==> src/rtl/button_conditioner.sv <==
// button_conditioner
// Per-key conditioner for active-low push buttons: two-flop synchroniser,
// debounce, clean level to the PIO, and a small per-key FSM that produces
// press/release strobes, a long-press level and auto-repeat strobes.
// Keys are fully independent; each one is an identical slice of the generate loop.
module button_conditioner #(
    parameter int NUM_BUTTONS     = 4,
    parameter int DEBOUNCE_CYCLES = 1000000,
    parameter int HOLD_CYCLES     = 25000000,
    parameter int REPEAT_CYCLES   = 10000000
) (
    input  logic                   clk_clk,
    input  logic                   reset_reset_n,
    input  logic [NUM_BUTTONS-1:0] raw_keys,
    output logic [NUM_BUTTONS-1:0] buttons_export,
    output logic [NUM_BUTTONS-1:0] press_pulse,
    output logic [NUM_BUTTONS-1:0] release_pulse,
    output logic [NUM_BUTTONS-1:0] long_press,
    output logic [NUM_BUTTONS-1:0] repeat_pulse
);

    // Counter widths; a parameter of 1 still needs a 1-bit counter.
    localparam int DB_W   = (DEBOUNCE_CYCLES > 1) ? $clog2(DEBOUNCE_CYCLES) : 1;
    localparam int HOLD_W = (HOLD_CYCLES > 1)     ? $clog2(HOLD_CYCLES)     : 1;
    localparam int REP_W  = (REPEAT_CYCLES > 1)   ? $clog2(REPEAT_CYCLES)   : 1;

    // Terminal counts; counters stop at these by explicit compare, never wrap.
    localparam logic [DB_W-1:0]   DB_LAST   = DB_W'(DEBOUNCE_CYCLES - 1);
    localparam logic [HOLD_W-1:0] HOLD_LAST = HOLD_W'(HOLD_CYCLES - 1);
    localparam logic [REP_W-1:0]  REP_LAST  = REP_W'(REPEAT_CYCLES - 1);

    // Per-key FSM encoding. The current state of key k is visible
    // hierarchically as g_key[k].state for checkers and waveform debug.
    typedef enum logic [1:0] {
        KEY_RELEASED = 2'd0,
        KEY_PRESSED  = 2'd1,
        KEY_HELD     = 2'd2
    } key_state_t;

    for (genvar k = 0; k < NUM_BUTTONS; k++) begin : g_key

        logic              sync1;
        logic              sync2;
        logic              stable;
        logic              stable_d;
        logic [DB_W-1:0]   db_cnt;

        key_state_t        state;
        key_state_t        state_nxt;
        logic [HOLD_W-1:0] hold_cnt;
        logic [HOLD_W-1:0] hold_cnt_nxt;
        logic [REP_W-1:0]  rep_cnt;
        logic [REP_W-1:0]  rep_cnt_nxt;

        logic              press_q;
        logic              release_q;
        logic              long_q;
        logic              repeat_q;
        logic              press_nxt;
        logic              release_nxt;
        logic              long_nxt;
        logic              repeat_nxt;

        // Edges of the debounced level (active-low: falling = press).
        logic              fell;
        logic              rose;

        assign fell = stable_d & ~stable;
        assign rose = ~stable_d & stable;

        // Bring the asynchronous pin into the clock domain; idle level is released (1).
        always_ff @(posedge clk_clk or negedge reset_reset_n) begin
            if (!reset_reset_n) begin
                sync1 <= 1'b1;
                sync2 <= 1'b1;
            end else begin
                sync1 <= raw_keys[k];
                sync2 <= sync1;
            end
        end

        // Accept a new level only after it has differed from stable for
        // DEBOUNCE_CYCLES consecutive cycles; any return clears the count.
        always_ff @(posedge clk_clk or negedge reset_reset_n) begin
            if (!reset_reset_n) begin
                db_cnt   <= '0;
                stable   <= 1'b1;
                stable_d <= 1'b1;
            end else begin
                stable_d <= stable;
                if (sync2 == stable) begin
                    db_cnt <= '0;
                end else if (db_cnt == DB_LAST) begin
                    stable <= sync2;
                    db_cnt <= '0;
                end else begin
                    db_cnt <= db_cnt + 1'b1;
                end
            end
        end

        // FSM state register together with its counters and registered outputs.
        always_ff @(posedge clk_clk or negedge reset_reset_n) begin
            if (!reset_reset_n) begin
                state     <= KEY_RELEASED;
                hold_cnt  <= '0;
                rep_cnt   <= '0;
                press_q   <= 1'b0;
                release_q <= 1'b0;
                long_q    <= 1'b0;
                repeat_q  <= 1'b0;
            end else begin
                state     <= state_nxt;
                hold_cnt  <= hold_cnt_nxt;
                rep_cnt   <= rep_cnt_nxt;
                press_q   <= press_nxt;
                release_q <= release_nxt;
                long_q    <= long_nxt;
                repeat_q  <= repeat_nxt;
            end
        end

        // Next-state logic: release always wins over a coincident hold/repeat terminal.
        always_comb begin
            state_nxt = state;
            case (state)
                KEY_RELEASED: begin
                    if (fell) state_nxt = KEY_PRESSED;
                end
                KEY_PRESSED: begin
                    if (rose)                       state_nxt = KEY_RELEASED;
                    else if (hold_cnt == HOLD_LAST) state_nxt = KEY_HELD;
                end
                KEY_HELD: begin
                    if (rose) state_nxt = KEY_RELEASED;
                end
                default: state_nxt = KEY_RELEASED;
            endcase
        end

        // Output and counter next values, registered by the state register above.
        always_comb begin
            press_nxt    = 1'b0;
            release_nxt  = 1'b0;
            repeat_nxt   = 1'b0;
            long_nxt     = long_q;
            hold_cnt_nxt = hold_cnt;
            rep_cnt_nxt  = rep_cnt;
            case (state)
                KEY_RELEASED: begin
                    long_nxt = 1'b0;
                    if (fell) begin
                        press_nxt    = 1'b1;
                        hold_cnt_nxt = '0;
                    end
                end
                KEY_PRESSED: begin
                    if (rose) begin
                        release_nxt = 1'b1;
                    end else if (hold_cnt == HOLD_LAST) begin
                        long_nxt    = 1'b1;
                        repeat_nxt  = 1'b1;
                        rep_cnt_nxt = '0;
                    end else begin
                        hold_cnt_nxt = hold_cnt + 1'b1;
                    end
                end
                KEY_HELD: begin
                    if (rose) begin
                        long_nxt    = 1'b0;
                        release_nxt = 1'b1;
                    end else if (rep_cnt == REP_LAST) begin
                        repeat_nxt  = 1'b1;
                        rep_cnt_nxt = '0;
                    end else begin
                        rep_cnt_nxt = rep_cnt + 1'b1;
                    end
                end
                default: begin
                    long_nxt = 1'b0;
                end
            endcase
        end

        assign buttons_export[k] = stable;
        assign press_pulse[k]    = press_q;
        assign release_pulse[k]  = release_q;
        assign long_press[k]     = long_q;
        assign repeat_pulse[k]   = repeat_q;

    end : g_key

endmodule

==> config.mk <==
export PLATFORM = sky130hd
export DESIGN_NAME = button_conditioner
export DESIGN_NICKNAME = d
export VERILOG_FILES = /design/src/rtl/button_conditioner.sv
export SDC_FILE = /design/constraint.sdc
export NUM_CORES = 1
export LEC_CHECK = 0
export CORE_MARGIN = 5
export CORE_UTILIZATION = 61
export CTS_CLUSTER_DIAMETER = 150
export DETAILED_ROUTE_END_ITERATION = 10
export GPL_ROUTABILITY_DRIVEN = 0
export PLACE_DENSITY = 0.78
export SKIP_CTS_REPAIR_TIMING = 1
export SLEW_MARGIN = 10
export SYNTH_ARGS = -nofsm -noshare
export SYNTH_HDL_FRONTEND = slang
export SYNTH_SLANG_ARGS = --single-unit
==> constraint.sdc <==
create_clock -name clk_clk -period 2.8 [get_ports clk_clk]
set_input_delay 0.56 -clock clk_clk [delete_from_list [all_inputs] [get_ports clk_clk]]
set_output_delay 0.56 -clock clk_clk [all_outputs]
set_load 0.01 [all_outputs]
==> results of run 1 <==
## registers in the layout, indices dropped and copies added, names as in the netlist, 8 cells and up
name            count
g_key.hold_cnt    100
g_key.db_cnt       80
g_key.rep_cnt      96
g_key.state         8
## power groups by stage
stage	sequential, uW	combinational (uW)	clock, uW
after floorplan	4690	41.1	0
after global placement	4690	163	0
after detailed placement	4690	166	0
after CTS	4610	167	5100
after global routing	4610	189	5310
final	4610	158	5010
## worst reg2reg max path, cell delays in order, from the launching register on
cell      delay, ns
dfrtp_1        0.45
nor4bb_1       0.50
nand4_1        0.22
o41a_1         0.64
or2_1          0.44
o31ai_1        0.30
## cells in the mapped netlist, drive strengths merged (9+ instances only)
library cell,instances,area (sq um)
a211o,9,78.83
a21o,13,97.59
a21oi,62,310.3
a22o,15,131.4
a31oi,30,187.7
and2,28,175.2
and3,69,431.7
and4,19,166.4
buf,37,240.2
clkbuf,54,203.9
dfrtp,300,7507
dfstp,16,420.4
ha,24,300.3
inv,46,172.7
mux2i,13,130.1
nand2,178,668.1
nand2b,20,125.1
nand3,131,655.6
nand4,56,356.6
nor2,178,673.1
nor2b,23,143.9
nor3,59,295.3
nor4,37,237.7
nor4b,14,128.9
o211ai,12,90.09
o21ai,153,765.7
o31ai,59,518.0
o41ai,10,95.10
or2,11,68.81
or3,14,87.58
or4,13,101.4
xnor2,58,508.0
xor2,37,324.1
## worst max-delay path by stage
| stage | from | to | cells after the start |
|---|---|---|---|
| 2_1_floorplan | g_key[3].hold_cnt[0] | g_key[3].rep_cnt[23] | 9 |
| 3_3_place_gp | g_key[1].hold_cnt[8] | g_key[1].rep_cnt[5] | 5 |
| 3_5_place_dp | g_key[1].hold_cnt[8] | g_key[1].rep_cnt[16] | 5 |
| 4_1_cts | g_key[1].hold_cnt[9] | g_key[1].rep_cnt[16] | 5 |
| 5_1_grt | g_key[1].hold_cnt[9] | g_key[1].rep_cnt[11] | 6 |
| 6_report | g_key[1].hold_cnt[8] | g_key[1].rep_cnt[16] | 5 |
## layout make-up
class | instances | share of cell area
Multi-Input combinational cell | 1423 | 0.4480
Sequential cell | 316 | 0.4156
Clock buffer | 46 | 0.05346
Inverter | 48 | 0.009445
Tap cell | 378 | 0.02479
Timing Repair Buffer | 76 | 0.03542
Clock inverter | 18 | 0.01331
## metrics by stage
step / total power, uW / hold slack (ns)
floorplan: 4729 / 0.2644
global placement: 4851 / 0.3456
detailed placement: 4856 / 0.3468
CTS: 9881 / 0.08439
global route: 10100 / 0.1133
finish: 9774 / 0.06588
## cells by family (layout without fill, tap and decap cells)
logic type / Yosys count / in the layout / synth area share
DFF: 316 / 316 / 0.4637
and+or+nand+nor: 881 / 881 / 0.2681
muxes: 19 / 19 / 0.01156
adders and majority gates: 25 / 25 / 0.01815
AOI/OAI and AO/OA: 403 / 403 / 0.1533
xor gates and xnor gates: 95 / 95 / 0.04867
buffers and inverters: 139 / 188 / 0.03652
## routing by layer
| metal | part of all wire | GRT usage | vias up |
|---|---|---|---|
| li1 | - | - | 6879 |
| met1 | 0.45 | 0.3394 | 6949 |
| met2 | 0.48 | 0.3969 | 373 |
| met3 | 0.046 | 0.03473 | 54 |
| met4 | 0.019 | 0.06316 | 0 |
| met5 | 0 | 0 | - |
==> impl_metrics.yaml, run 1 <==
status:
  status: "completed"
placement:
  placed_area_sq_mm: 0.01780
  dp_slack_ns: 0.1946
  dpl.cell_count: 2241
  io_buffers: 25
  place_hpwl_mm: 25.01
worst_setup_path:
  cp_num_buf_inv: 0
  worstReg2RegEnd: "g_key[1].rep_cnt[16]"
  startpoint_type: "register"
  crit_fanout: 15
  cp_data_required_time_ns: 3.21
  crit_path_max_incr_delay_ns: 0.64
  crit_type: "register to register"
  regToRegSetupSlack_ns: 0.15
  cp_slowest_cell: "o41a_1"
  path_cells: "nor4bb_1, nand4_1, o41a_1, or2_1, o31ai_1"
  r2r_start: "g_key[1].hold_cnt[8]"
  cp-end-kind: "register"
  cp_data_arrival_time_ns: 3.06
  critPathTopFamily: "simple AND/OR/NAND/NOR gates"
  r2r_cells: 5
drt:
  ant_nets: 0
  wirelength_mm: 37.29
  viasPerCell: 6.184
  first_iter_violations: 1466
  dr.pass1.iters: 7
  drc_errors: 0
  wire_per_inst_microns: 16.18
  vias: 14260
synth:
  ys_seq_area_frac: 0.4637
  syn_area_sq_mm: 0.01710
  avgSynthCellArea_sq_um: 9.103
  synth-edff-count: 0
  ys_seq_elements: 316
  synthesis.nets: 1908
  synth_cells: 1878
  yosys_warnings: 0
  ys.flop_type: "dfrtp_1"
  synth-async-reset-ratio: 1.000
  ys_types: 76
clock_tree:
  cts_buffers: 36
  cts_sinks: 316
  cts-root-buf: "clkbuf_16"
  clock_latency_ns: 0.52
  clkSlewWorstSetupHoldPaths_ns: 0.06
  htree_levels: 2
  cts.path.max_buffers: 3
  cts_tree: "yes"
power:
  p_leak_uw: 0.007948
  intPower_uw: 7765
  powerDensity_mw_per_mm2: 512.4
  power_frac_seq: 0.472
  p_sw_uw: 2009
  pwr-share-clk: 0.512
  ir_worst_vdd_uv: 610.3
  pwr-share-comb: 0.016
  sw_frac_of_total: 0.2056
sta:
  fin_crit_sh: 0.9472
  slew_headroom: 0.4010
  tightest_slew_ns: 0.8952
  rsz0062_at_grt: "no"
  fmax_mhz: 377.0
  period_needed_ns: 2.652
  timing.final.ws_setup_ns: 0.1477
  final-setup-viol-count: 0
  hold_viol: 0
  slew_violations: 0
  clock_skew_ns: 0.01725
  tns_ns: 0
die:
  die_w_microns: 177.4
  fp.dieH_microns: 177.4
  rows: 61
  start_util: 0.6170
  core_area_sq_mm: 0.02771
  die_area_sq_mm: 0.03147
  ios: 26
finish:
  fillerInstances: 2112
  final_cell_mix: "dfrtp_1, nand2_1, nor2_1, o21ai_0, nand3_1"
  final_nets: 1931
  drive_above_1_share: 0.08614
  final_common_cell: "dfrtp_1"
  antenna_cells: 0
  layout.area.seq_sq_mm: 0.007928
  final_core_utilization: 0.6885
  fin_area_sq_mm: 0.01908
  area_delta_synth_final_pct: 11.59
  final_cells: 2305
  multi_input_area_sq_mm: 0.008546
global_route:
  grt_pass1_vias: 13750
  grt_pass1_wl_mm: 65.25
  antenna_found_initial: 0
  overflow: 0
  grt_max_degree: 84
  grtUsageTotal: 0.2413
min_path:
  hold_class: "input pin to asynchronous set/reset pin"
run:
  cap_violations: 0
Power figures use the tool's default switching activity.
==> run 2, diff against run 1 <==
REMOVE_ABC_BUFFERS = 1   (was unset)
==> run 2 against run 1 <==
  * Final cell count fell by 0.22%
  * Critical path type unchanged
  * Sequential power barely moved
  * Via count down 0.68%
  * Die area did not move
  * Maximum frequency increased by 1.2%
  * Utilization is 0.60 points lower
  * Total power shrank 5.5%
  * Non-clock buffer count down 5
  * Final area shrank 0.87%
  * Sequential share of layout area is 0.36 points higher
  * Global-route usage fell by 0.93 points
==> impl_metrics.yaml, run 2 (synthesis gave the netlist of run 1 again) <==
sta:
  final-setup-viol-count: 0
  fmax_mhz: 381.7
  fin_crit_sh: 0.9357
  period_needed_ns: 2.620
  hold_viol: 0
  tns_ns: 0
  tightest_slew_ns: 0.9716
  slew_headroom: 0.3499
  rsz0062_at_grt: "no"
  slew_violations: 0
  clock_skew_ns: 0.01501
finish:
  top_register: "g_key.hold_cnt"
  final_cell_mix: "dfrtp_1, nand2_1, nor2_1, o21ai_0, nand3_1"
  largest_register_ffs: 100
  largestRegisters: "g_key.hold_cnt (100), g_key.rep_cnt (96), g_key.db_cnt (80)"
  antenna_cells: 0
  final_common_cell: "dfrtp_1"
  area_delta_synth_final_pct: 10.62
  drive_above_1_share: 0.08221
  fin_area_sq_mm: 0.01891
  final_core_utilization: 0.6826
  final_nets: 1926
clock_tree:
  cts_buffers: 36
  cts_tree: "yes"
  clkSlewWorstSetupHoldPaths_ns: 0.06
  clock_latency_ns: 0.51
  htree_levels: 2
  cts.path.max_buffers: 3
  cts_sinks: 316
  cts-root-buf: "clkbuf_16"
drt:
  wl_met1_mm: 17.30
  wl_met3_mm: 1.662
  wirelength_mm: 36.34
  dr.pass1.iters: 5
  vias: 14160
  met2_length_mm: 16.83
  wire_per_inst_microns: 15.80
  first_iter_violations: 1199
  ant_nets: 0
  viasPerCell: 6.156
  drc_errors: 0
  top_layer: "met4"
worst_setup_path:
  cp_slowest_cell: "nor4_1"
  cp_data_required_time_ns: 3.18
  crit_type: "register to register"
  startpoint_type: "register"
  cp_data_arrival_time_ns: 3.00
  critPathTopFamily: "simple AND/OR/NAND/NOR gates"
  crit_path_max_incr_delay_ns: 0.59
  cp_num_buf_inv: 1
  crit_fanout: 27
  path_cells: "nor4b_1, nand4b_1, nor4_1, o21ai_1, buf_4, o41ai_1"
  cp-end-kind: "register"
global_route:
  grt_pass1_wl_mm: 62.95
  grt_pass1_vias: 13420
  antenna_found_initial: 0
  grt_max_degree: 67
  grtUsageTotal: 0.2320
  overflow: 0
die:
  die_area_sq_mm: 0.03147
  ios: 26
  start_util: 0.6170
  die_w_microns: 177.4
  fp.dieH_microns: 177.4
  core_area_sq_mm: 0.02771
  rows: 61
min_path:
  hold_class: "register to register"
placement:
  io_buffers: 25
  place_hpwl_mm: 24.50
  placed_area_sq_mm: 0.01777
power:
  p_leak_uw: 0.007858
  powerDensity_mw_per_mm2: 488.2
  power.total_uw: 9232
  ir_worst_vdd_uv: 437.7
status:
  status: "completed"
run:
  cap_violations: 0
[run 2: through the flow]
stage	hold slack [ns]	cells	setup slack, ns
3_5_place_dp	0.3479	2235	0.1644
2_1_floorplan	0.2644	1787	0.1690
5_1_grt	0.3614	2300	0.02562
6_report	0.3551	2300	0.1800
3_3_place_gp	0.3464	2235	0.2577
4_1_cts	-0.06212	2299	0.1493
[run 2: routing by layer]
| metal | GRT usage | vias up |
|---|---|---|
| li1 | - | 6878 |
| met1 | 0.3315 | 6906 |
| met2 | 0.3778 | 324 |
| met3 | 0.03494 | 50 |
| met4 | 0.05414 | 0 |
| met5 | 0 | - |
[run 2: cell type report]
type,instances,area [sq um]
Inverter,48,180.2
Fill cell,2177,8795
Clock buffer,49,1051
Sequential cell,316,7928
Tap cell,378,473.0
Multi-Input combinational cell,1423,8543
Timing Repair Buffer,71,653.1
Clock inverter,15,82.58
[run 2: worst register-to-register path: cells and delay by family, from the launching register on]
kind            cells  cell delay (ns)
buf+inv             1             0.25
simple gates        3             1.26
compound gates      2             0.56
flops               1             0.43
[run 2: report_power, final]
group / leakage, uW / switching (uW) / total [uW] / internal (uW)
Combinational: 0.00294 / 121 / 159 / 38.1
Clock: 0.000566 / 1840 / 4460 / 2630
Sequential: 0.00435 / 16.2 / 4610 / 4590
[run 2: final timing paths]
check | start | slack, ns | depth (start not counted) | to
worst max register to register | g_key[2].hold_cnt[15] | 0.18 | 6 | g_key[2].rep_cnt[21]
worst min register to register | g_key[1].sync1 | 0.36 | 0 | g_key[1].sync2
worst min-delay path | g_key[1].sync1 | 0.36 | 0 | g_key[1].sync2
max in group asynchronous | reset_reset_n | 1.54 | 3 | g_key[3].stable_d
min in group asynchronous | reset_reset_n | 0.53 | 2 | g_key[0].hold_cnt[17]
worst max-delay path | g_key[2].hold_cnt[15] | 0.18 | 6 | g_key[2].rep_cnt[21]
